==> src/rtl/mem_stage_lsu_if.sv <==
// Data-memory request/acknowledge bus between the MEM stage and data memory.
// The master issues a request and holds it until ack; the slave returns rdata alongside ack.
interface mem_stage_lsu_if;
  logic        req;
  logic        we;
  logic [31:0] addr;
  logic [3:0]  be;
  logic [31:0] wdata;
  logic [31:0] rdata;
  logic        ack;

  modport master (output req, we, addr, be, wdata, input rdata, ack);
  modport slave  (input req, we, addr, be, wdata, output rdata, ack);
endinterface

==> src/rtl/mem_stage_lsu.sv <==
// MEM stage with MEM/WB register: aligns stores, extends loads, stalls on a
// variable-latency req/ack data bus, and flags misaligned accesses or bus timeouts.
module mem_stage_lsu #(
  parameter int unsigned TIMEOUT_CYCLES = 255
) (
  input  logic        clk,
  input  logic        rst,
  input  logic        valid_i,
  input  logic        RegWrite_i,
  input  logic [1:0]  WriteSrc_i,
  input  logic        MemRead_i,
  input  logic        MemWrite_i,
  input  logic [2:0]  funct3_i,
  input  logic [31:0] ALUout_i,
  input  logic [31:0] WriteData_i,
  input  logic [31:0] pcPlus4_i,
  input  logic [31:0] ImmOp_i,
  input  logic [4:0]  rd_i,
  mem_stage_lsu_if.master dmem,
  output logic        stall_o,
  output logic        valid_o,
  output logic        RegWrite_o,
  output logic [1:0]  WriteSrc_o,
  output logic [31:0] ALUout_o,
  output logic [31:0] DataMemOut_o,
  output logic [31:0] pcPlus4_o,
  output logic [31:0] ImmOp_o,
  output logic [4:0]  rd_o,
  output logic        fault_o
);

  localparam int CNT_W = (TIMEOUT_CYCLES < 2) ? 1 : $clog2(TIMEOUT_CYCLES + 1);

  typedef enum logic {IDLE, WAIT} state_t;

  // 0 byte, 1 half, 2 word; undefined encodings fall back to word
  function automatic logic [1:0] access_size(input logic [2:0] f3);
    case (f3)
      3'b000, 3'b100: return 2'd0;
      3'b001, 3'b101: return 2'd1;
      default:        return 2'd2;
    endcase
  endfunction

  function automatic logic [3:0] lane_be(input logic [1:0] size, input logic [1:0] off);
    case (size)
      2'd0:    return 4'b0001 << off;
      2'd1:    return 4'b0011 << off;
      default: return 4'hF;
    endcase
  endfunction

  function automatic logic [31:0] lane_wdata(input logic [1:0] size, input logic [31:0] wd);
    case (size)
      2'd0:    return {4{wd[7:0]}};
      2'd1:    return {2{wd[15:0]}};
      default: return wd;
    endcase
  endfunction

  function automatic logic signed [31:0] load_extend(input logic [2:0] f3, input logic [1:0] off,
                                                     input logic [31:0] word);
    logic [31:0]        sh;
    logic signed [7:0]  b;
    logic signed [15:0] h;
    sh = word >> {off, 3'b000};
    b  = sh[7:0];
    h  = sh[15:0];
    case (f3)
      3'b000:  return {{24{b[7]}}, b};
      3'b100:  return {24'b0, sh[7:0]};
      3'b001:  return {{16{h[15]}}, h};
      3'b101:  return {16'b0, sh[15:0]};
      default: return word;
    endcase
  endfunction

  state_t             state, state_n;
  logic [CNT_W-1:0]   cnt, cnt_n;
  logic [1:0]         size;
  logic [1:0]         off;
  logic               mem_op, misaligned, timeout;
  logic               req, fault_n, done;
  logic signed [31:0] load_data;

  logic        vld_p1, RegWrite_p1, fault_p1;
  logic [1:0]  WriteSrc_p1;
  logic [31:0] ALUout_p1, DataMemOut_p1, pcPlus4_p1, ImmOp_p1;
  logic [4:0]  rd_p1;

  assign size       = access_size(funct3_i);
  assign off        = ALUout_i[1:0];
  assign mem_op     = valid_i & (MemRead_i | MemWrite_i);
  assign misaligned = ((size == 2'd1) & off[0]) | ((size == 2'd2) & (off != 2'b00));
  assign timeout    = (state == WAIT) & ~dmem.ack & (TIMEOUT_CYCLES != 0)
                    & (cnt == CNT_W'(TIMEOUT_CYCLES));
  assign load_data  = load_extend(funct3_i, off, dmem.rdata);

  always_comb begin
    state_n = state;
    cnt_n   = cnt;
    req     = 1'b0;
    fault_n = 1'b0;
    case (state)
      IDLE: begin
        if (mem_op) begin
          if (misaligned) begin
            fault_n = 1'b1;
          end else begin
            req = 1'b1;
            if (!dmem.ack) begin
              state_n = WAIT;
              cnt_n   = CNT_W'(1);
            end
          end
        end
      end
      WAIT: begin
        if (dmem.ack) begin
          req     = 1'b1;
          state_n = IDLE;
          cnt_n   = '0;
        end else if (timeout) begin
          fault_n = 1'b1;
          state_n = IDLE;
          cnt_n   = '0;
        end else begin
          req   = 1'b1;
          cnt_n = cnt + 1'b1;
        end
      end
      default: state_n = IDLE;
    endcase
    // An abandoned request is withdrawn in the reset cycle itself
    if (rst) req = 1'b0;
  end

  assign done    = req & dmem.ack;
  assign stall_o = req & ~dmem.ack;

  assign dmem.req   = req;
  assign dmem.we    = MemWrite_i;
  assign dmem.addr  = {ALUout_i[31:2], 2'b00};
  assign dmem.be    = lane_be(size, off);
  assign dmem.wdata = lane_wdata(size, WriteData_i);

  // MEM/WB boundary: a bubble is loaded while stalled
  always_ff @(posedge clk) begin
    if (rst) begin
      state         <= IDLE;
      cnt           <= '0;
      vld_p1        <= 1'b0;
      RegWrite_p1   <= 1'b0;
      fault_p1      <= 1'b0;
      WriteSrc_p1   <= '0;
      ALUout_p1     <= '0;
      DataMemOut_p1 <= '0;
      pcPlus4_p1    <= '0;
      ImmOp_p1      <= '0;
      rd_p1         <= '0;
    end else begin
      state         <= state_n;
      cnt           <= cnt_n;
      vld_p1        <= valid_i & ~stall_o;
      RegWrite_p1   <= valid_i & RegWrite_i & ~stall_o & ~fault_n;
      fault_p1      <= fault_n;
      WriteSrc_p1   <= WriteSrc_i;
      ALUout_p1     <= ALUout_i;
      DataMemOut_p1 <= (done & ~MemWrite_i) ? load_data : '0;
      pcPlus4_p1    <= pcPlus4_i;
      ImmOp_p1      <= ImmOp_i;
      rd_p1         <= rd_i;
    end
  end

  assign valid_o      = vld_p1;
  assign RegWrite_o   = RegWrite_p1;
  assign fault_o      = fault_p1;
  assign WriteSrc_o   = WriteSrc_p1;
  assign ALUout_o     = ALUout_p1;
  assign DataMemOut_o = DataMemOut_p1;
  assign pcPlus4_o    = pcPlus4_p1;
  assign ImmOp_o      = ImmOp_p1;
  assign rd_o         = rd_p1;

endmodule

==> src/flat_wrapper.sv <==
// flat-port wrapper written by rule: the top's interface ports become plain ports
module mem_stage_lsu_flat 
#(
  parameter int unsigned TIMEOUT_CYCLES = 255
)
  (clk, rst, valid_i, RegWrite_i, WriteSrc_i, MemRead_i, MemWrite_i, funct3_i, ALUout_i, WriteData_i, pcPlus4_i, ImmOp_i, rd_i, stall_o, valid_o, RegWrite_o, WriteSrc_o, ALUout_o, DataMemOut_o, pcPlus4_o, ImmOp_o, rd_o, fault_o, dmem_req, dmem_we, dmem_addr, dmem_be, dmem_wdata, dmem_rdata, dmem_ack);
  mem_stage_lsu_if dmem_i ();
  input  logic clk;
  input  logic rst;
  input  logic valid_i;
  input  logic RegWrite_i;
  input  logic [1:0] WriteSrc_i;
  input  logic MemRead_i;
  input  logic MemWrite_i;
  input  logic [2:0] funct3_i;
  input  logic [31:0] ALUout_i;
  input  logic [31:0] WriteData_i;
  input  logic [31:0] pcPlus4_i;
  input  logic [31:0] ImmOp_i;
  input  logic [4:0] rd_i;
  output logic stall_o;
  output logic valid_o;
  output logic RegWrite_o;
  output logic [1:0] WriteSrc_o;
  output logic [31:0] ALUout_o;
  output logic [31:0] DataMemOut_o;
  output logic [31:0] pcPlus4_o;
  output logic [31:0] ImmOp_o;
  output logic [4:0] rd_o;
  output logic fault_o;
  output wire logic [$bits(dmem_i.req)-1:0] dmem_req;
  output wire logic [$bits(dmem_i.we)-1:0] dmem_we;
  output wire logic [$bits(dmem_i.addr)-1:0] dmem_addr;
  output wire logic [$bits(dmem_i.be)-1:0] dmem_be;
  output wire logic [$bits(dmem_i.wdata)-1:0] dmem_wdata;
  input wire logic [$bits(dmem_i.rdata)-1:0] dmem_rdata;
  input wire logic [$bits(dmem_i.ack)-1:0] dmem_ack;
  assign dmem_req = dmem_i.req;
  assign dmem_we = dmem_i.we;
  assign dmem_addr = dmem_i.addr;
  assign dmem_be = dmem_i.be;
  assign dmem_wdata = dmem_i.wdata;
  assign dmem_i.rdata = dmem_rdata;
  assign dmem_i.ack = dmem_ack;
  mem_stage_lsu #(.TIMEOUT_CYCLES(TIMEOUT_CYCLES)) u_core (.clk(clk), .rst(rst), .valid_i(valid_i), .RegWrite_i(RegWrite_i), .WriteSrc_i(WriteSrc_i), .MemRead_i(MemRead_i), .MemWrite_i(MemWrite_i), .funct3_i(funct3_i), .ALUout_i(ALUout_i), .WriteData_i(WriteData_i), .pcPlus4_i(pcPlus4_i), .ImmOp_i(ImmOp_i), .rd_i(rd_i), .dmem(dmem_i), .stall_o(stall_o), .valid_o(valid_o), .RegWrite_o(RegWrite_o), .WriteSrc_o(WriteSrc_o), .ALUout_o(ALUout_o), .DataMemOut_o(DataMemOut_o), .pcPlus4_o(pcPlus4_o), .ImmOp_o(ImmOp_o), .rd_o(rd_o), .fault_o(fault_o));
endmodule
==> config.mk <==
export PLATFORM = sky130hd
export DESIGN_NAME = mem_stage_lsu_flat
export DESIGN_NICKNAME = d
export VERILOG_FILES = /design/src/rtl/mem_stage_lsu_if.sv /design/src/rtl/mem_stage_lsu.sv /design/src/flat_wrapper.sv
export SDC_FILE = /design/constraint.sdc
export NUM_CORES = 1
export LEC_CHECK = 0
export ABC_AREA = 1
export BUFFER_PORTS_ARGS = -buffer_cell sky130_fd_sc_hd__buf_2
export CAP_MARGIN = 30
export CORE_MARGIN = 3
export CORE_UTILIZATION = 25
export DETAILED_ROUTE_END_ITERATION = 8
export PLACE_DENSITY = 0.58
export SETUP_SLACK_MARGIN = 0.15
export SLEW_MARGIN = 20
export SYNTH_ARGS = -nofsm -noshare
export SYNTH_HDL_FRONTEND = slang
export SYNTH_SLANG_ARGS = --single-unit
==> constraint.sdc <==
create_clock -name clk -period 1.4 [get_ports clk]
set_input_delay 0.28 -clock clk [delete_from_list [all_inputs] [get_ports clk]]
set_output_delay 0.28 -clock clk [all_outputs]
set_load 0.005 [all_outputs]
==> metrics.md <==
| Metric | Value |
|---|---|
| Gpl congestion | 0.908 |
| Area delta synth->final | 61.9% |
| Crit. End Element | output pin |
| Mapped cell area | approximately 5900 µm² |
| Seq/Total Area, Yosys | 0.497 |
| Crit path cell chain | ha_4 -> nand2_4 -> nor2_4 -> nand4_1 -> nand2_2 -> nor2_4 -> buf_6 |
| FILL cells | about 2.4k |
| Final period utilization | 1.26 |
| Die Width | 160 µm |
| Netlist cell types | 29 |
| CP top delay family | simple AND/OR/NAND/NOR gates |
| Synthesized flop and latch total | 147 |
| Setup_tns | -9.21 ns |
| Worst r2r path cells | 12 |
| Crit path depth | 7 |
| Clock skew | 0.0137 ns |
| Core box area | 23000 µm² |
| # port buffers | 383 |
| DR WL/cell | 14.2 µm |
| Top Ports | 386 |
| Worst path slowest cell | dfxtp_2 |
| Largest net degree at the start of global routing | between 70 and 80 |
| Slew Limit Fails | 0 |
| Hold path depth | 3 |
| CTS Buf Count | 17 |
| Cells after synthesis | 800 |
| CP max FO | 4 |
| First-pass DRT Iterations | 4 |
| Buffers plus inverters on the worst setup path | 1 |
| Max Freq | 567 MHz |
| Post-route cell area | 9590 µm² |
| Setup-failing EPs final | 36 |
| Final net count | 1385 |
| Antenna violations before repair | 1 |
| CP Class | flip-flop to output pin |
| Die footprint | around 26000 µm² |
| Commonest non-fill, non-tap cell in the layout | buf_2 |
| Overflow after GRT | 0 |
| Violated checks | setup timing |
| CTS Sinks | roughly 150 |
| Hold Crit Class | input port to flip-flop |
| Worst vdd ir | 0.767 mV |
| Finished Core Util | 0.417 |
| Chip height | 160 µm |
| ANT nets after route | 0 |
| Hold Worst Slack | 0.0542 ns |
| Final WS setup | -0.364 ns |
| Syn avg cell area | 7.40 µm² |
| CTS root buffer | clkbuf_16 |
| Vias in the first global route | roughly 6.0k |
| Static leakage | 5.44 nW |
| Fin crit period | between 1.5 and 2 ns |
| Avg Vias per Cell | 4.06 |
| Post-Place Cell Area | 8240 µm² |
| First-pass GRT wire length | 32.8 mm |
| CTS tree | done |
| Initial DRC Count | 359 |
| CP dominant cell by count | nor2_4 |
| Status | complete, but fails checks |
| CTS Buffer Depth | 2 |
| Routed vias | between 6k and 7k |
| Reg area | a little under 3000 µm² |
| DRC | 0 |
| Commonest cells after routing, fill and taps aside | buf_2 (377), nand2_1 (150), dfxtp_1 (144) |
| Non-filler cells, final | 1534 |
| Synth warn | 0 |
| Final hold vios | 0 |
| Clock Latency Late Sink | 0.42 ns |
| PD cells | 1110 nW/µm² |
| Standard-cell rows | 55 |
| Total Routing Usage GR | 0.161 |
| Detailed Place HPWL | 16.7 mm |
| Total routed wirelength | 21.8 mm |
| Arrival time worst endpoint | around 1.5 ns |
| # H-tree levels | 4 |
| Initial Utilization | 0.258 |
| RSZ-0062 raised after global routing | true |
| Slowest cell delay on critical path | 0.35 ns |
| Post-Place Cells | roughly 1.5k |
| Worst Setup Start Kind | flip-flop |
| Footprint of the multi-input gates | 2270 µm² |
| Worst path required time | around 1.1 ns |
| Maxcap violations | 0 |
| Layout cells sized above 1 | 0.478 |
| Clock transition at path regs | 0.08 ns |
==> final timing paths <==
path	startpoint	endpoint	slack [ns]
worst max-delay path	u_core.cnt[0]	dmem_req	-0.36
worst min register to register	u_core.cnt[7]	u_core.cnt[7]	0.55
worst min-delay path	ImmOp_i[12]	u_core.ImmOp_o[12]	0.05
worst max register to register	u_core.cnt[0]	u_core.RegWrite_o	-0.29
==> state kept, by name, summed over array words and instances (netlist names) <==
name                 flops
u_core.RegWrite_o        1
u_core.pcPlus4_o        32
u_core.DataMemOut_o     32
u_core.cnt               8
u_core.rd_o              5
u_core.ImmOp_o          32
u_core.ALUout_o         32
u_core.valid_o           1
u_core.state             1
u_core.fault_o           1
u_core.WriteSrc_o        2
==> Yosys cell counts (all sizes together) <==
| cell type | instances | area, µm² |
|---|---|---|
| o211ai | 3 | 22.5 |
| nor3 | 1 | 5.00 |
| mux2i | 1 | 10.0 |
| clkbuf | 19 | 71.3 |
| nand4 | 9 | 56.3 |
| nand3 | 38 | 200 |
| buf | 51 | 424 |
| inv | 149 | 559 |
| ha | 1 | 12.5 |
| a21oi | 11 | 58.8 |
| o21ai | 23 | 119 |
| or2 | 2 | 12.5 |
| nor2 | 170 | 732 |
| nand2 | 174 | 693 |
| conb | 1 | 3.75 |
| dfxtp | 147 | 2940 |
==> per-stage QoR <==
step                      total power [mW]  setup slack, ns
after detailed placement              5.89           -0.130
after global routing                  11.1           -0.452
after global placement                5.88           -0.145
final                                 10.6           -0.364
after floorplan                       5.15           0.0477
after CTS                             10.7           -0.396
==> cell families after synthesis <==
group | count (synthesis) | synth area share
AOI/OAI and AO/OA | 37 | 0.0338
and+or+nand+nor | 394 | 0.287
other | 1 | 0.000633
DFF | 147 | 0.497
muxes | 1 | 0.00169
buffers and inverters | 219 | 0.178
adders and majority gates | 1 | 0.00211
==> metal layers <==
metal	part of all wire	GRT usage	vias to the layer above
met5	0	0	-
met4	0.021	0.0568	0
met3	0.055	0.0280	32
met2	0.51	0.277	230
met1	0.42	0.202	2834
li1	-	-	3131
==> area by class of cell <==
| class | count | share of cell area |
|---|---|---|
| well taps | 313 | 0.0408 |
| clock inverters | 15 | 0.0189 |
| diodes | 1 | 0.000261 |
| flip-flops and latches | 147 | 0.307 |
| clock buffers | 17 | 0.0444 |
| multi-input cells | 435 | 0.237 |
| repair buffers | 457 | 0.289 |
| inverters | 149 | 0.0620 |
==> repair_timing <==
| action | 4_1_cts | 5_1_grt |
|---|---|---|
| endpoints found under the setup margin | 58 | 68 |
| hold buffers | 0 | 0 |
| gates resized for setup | 57 | 69 |
| gates cloned | 4 | 2 |
| setup buffers | 11 | 4 |
| pin swaps | 8 | 36 |
==> tightest hold or removal path: stages <==
cell and delay (ns):
buf_2 0.09, inv_1 0.04, nor2_1 0.03
==> power by group <==
group | internal, mW | total [mW] | switching, mW
Sequential | 4.35 | 4.39 | 0.0404
Clock | 2.43 | 4.67 | 2.23
Combinational | 0.726 | 1.56 | 0.831
No activity file was read; power rests on OpenSTA's default activity.
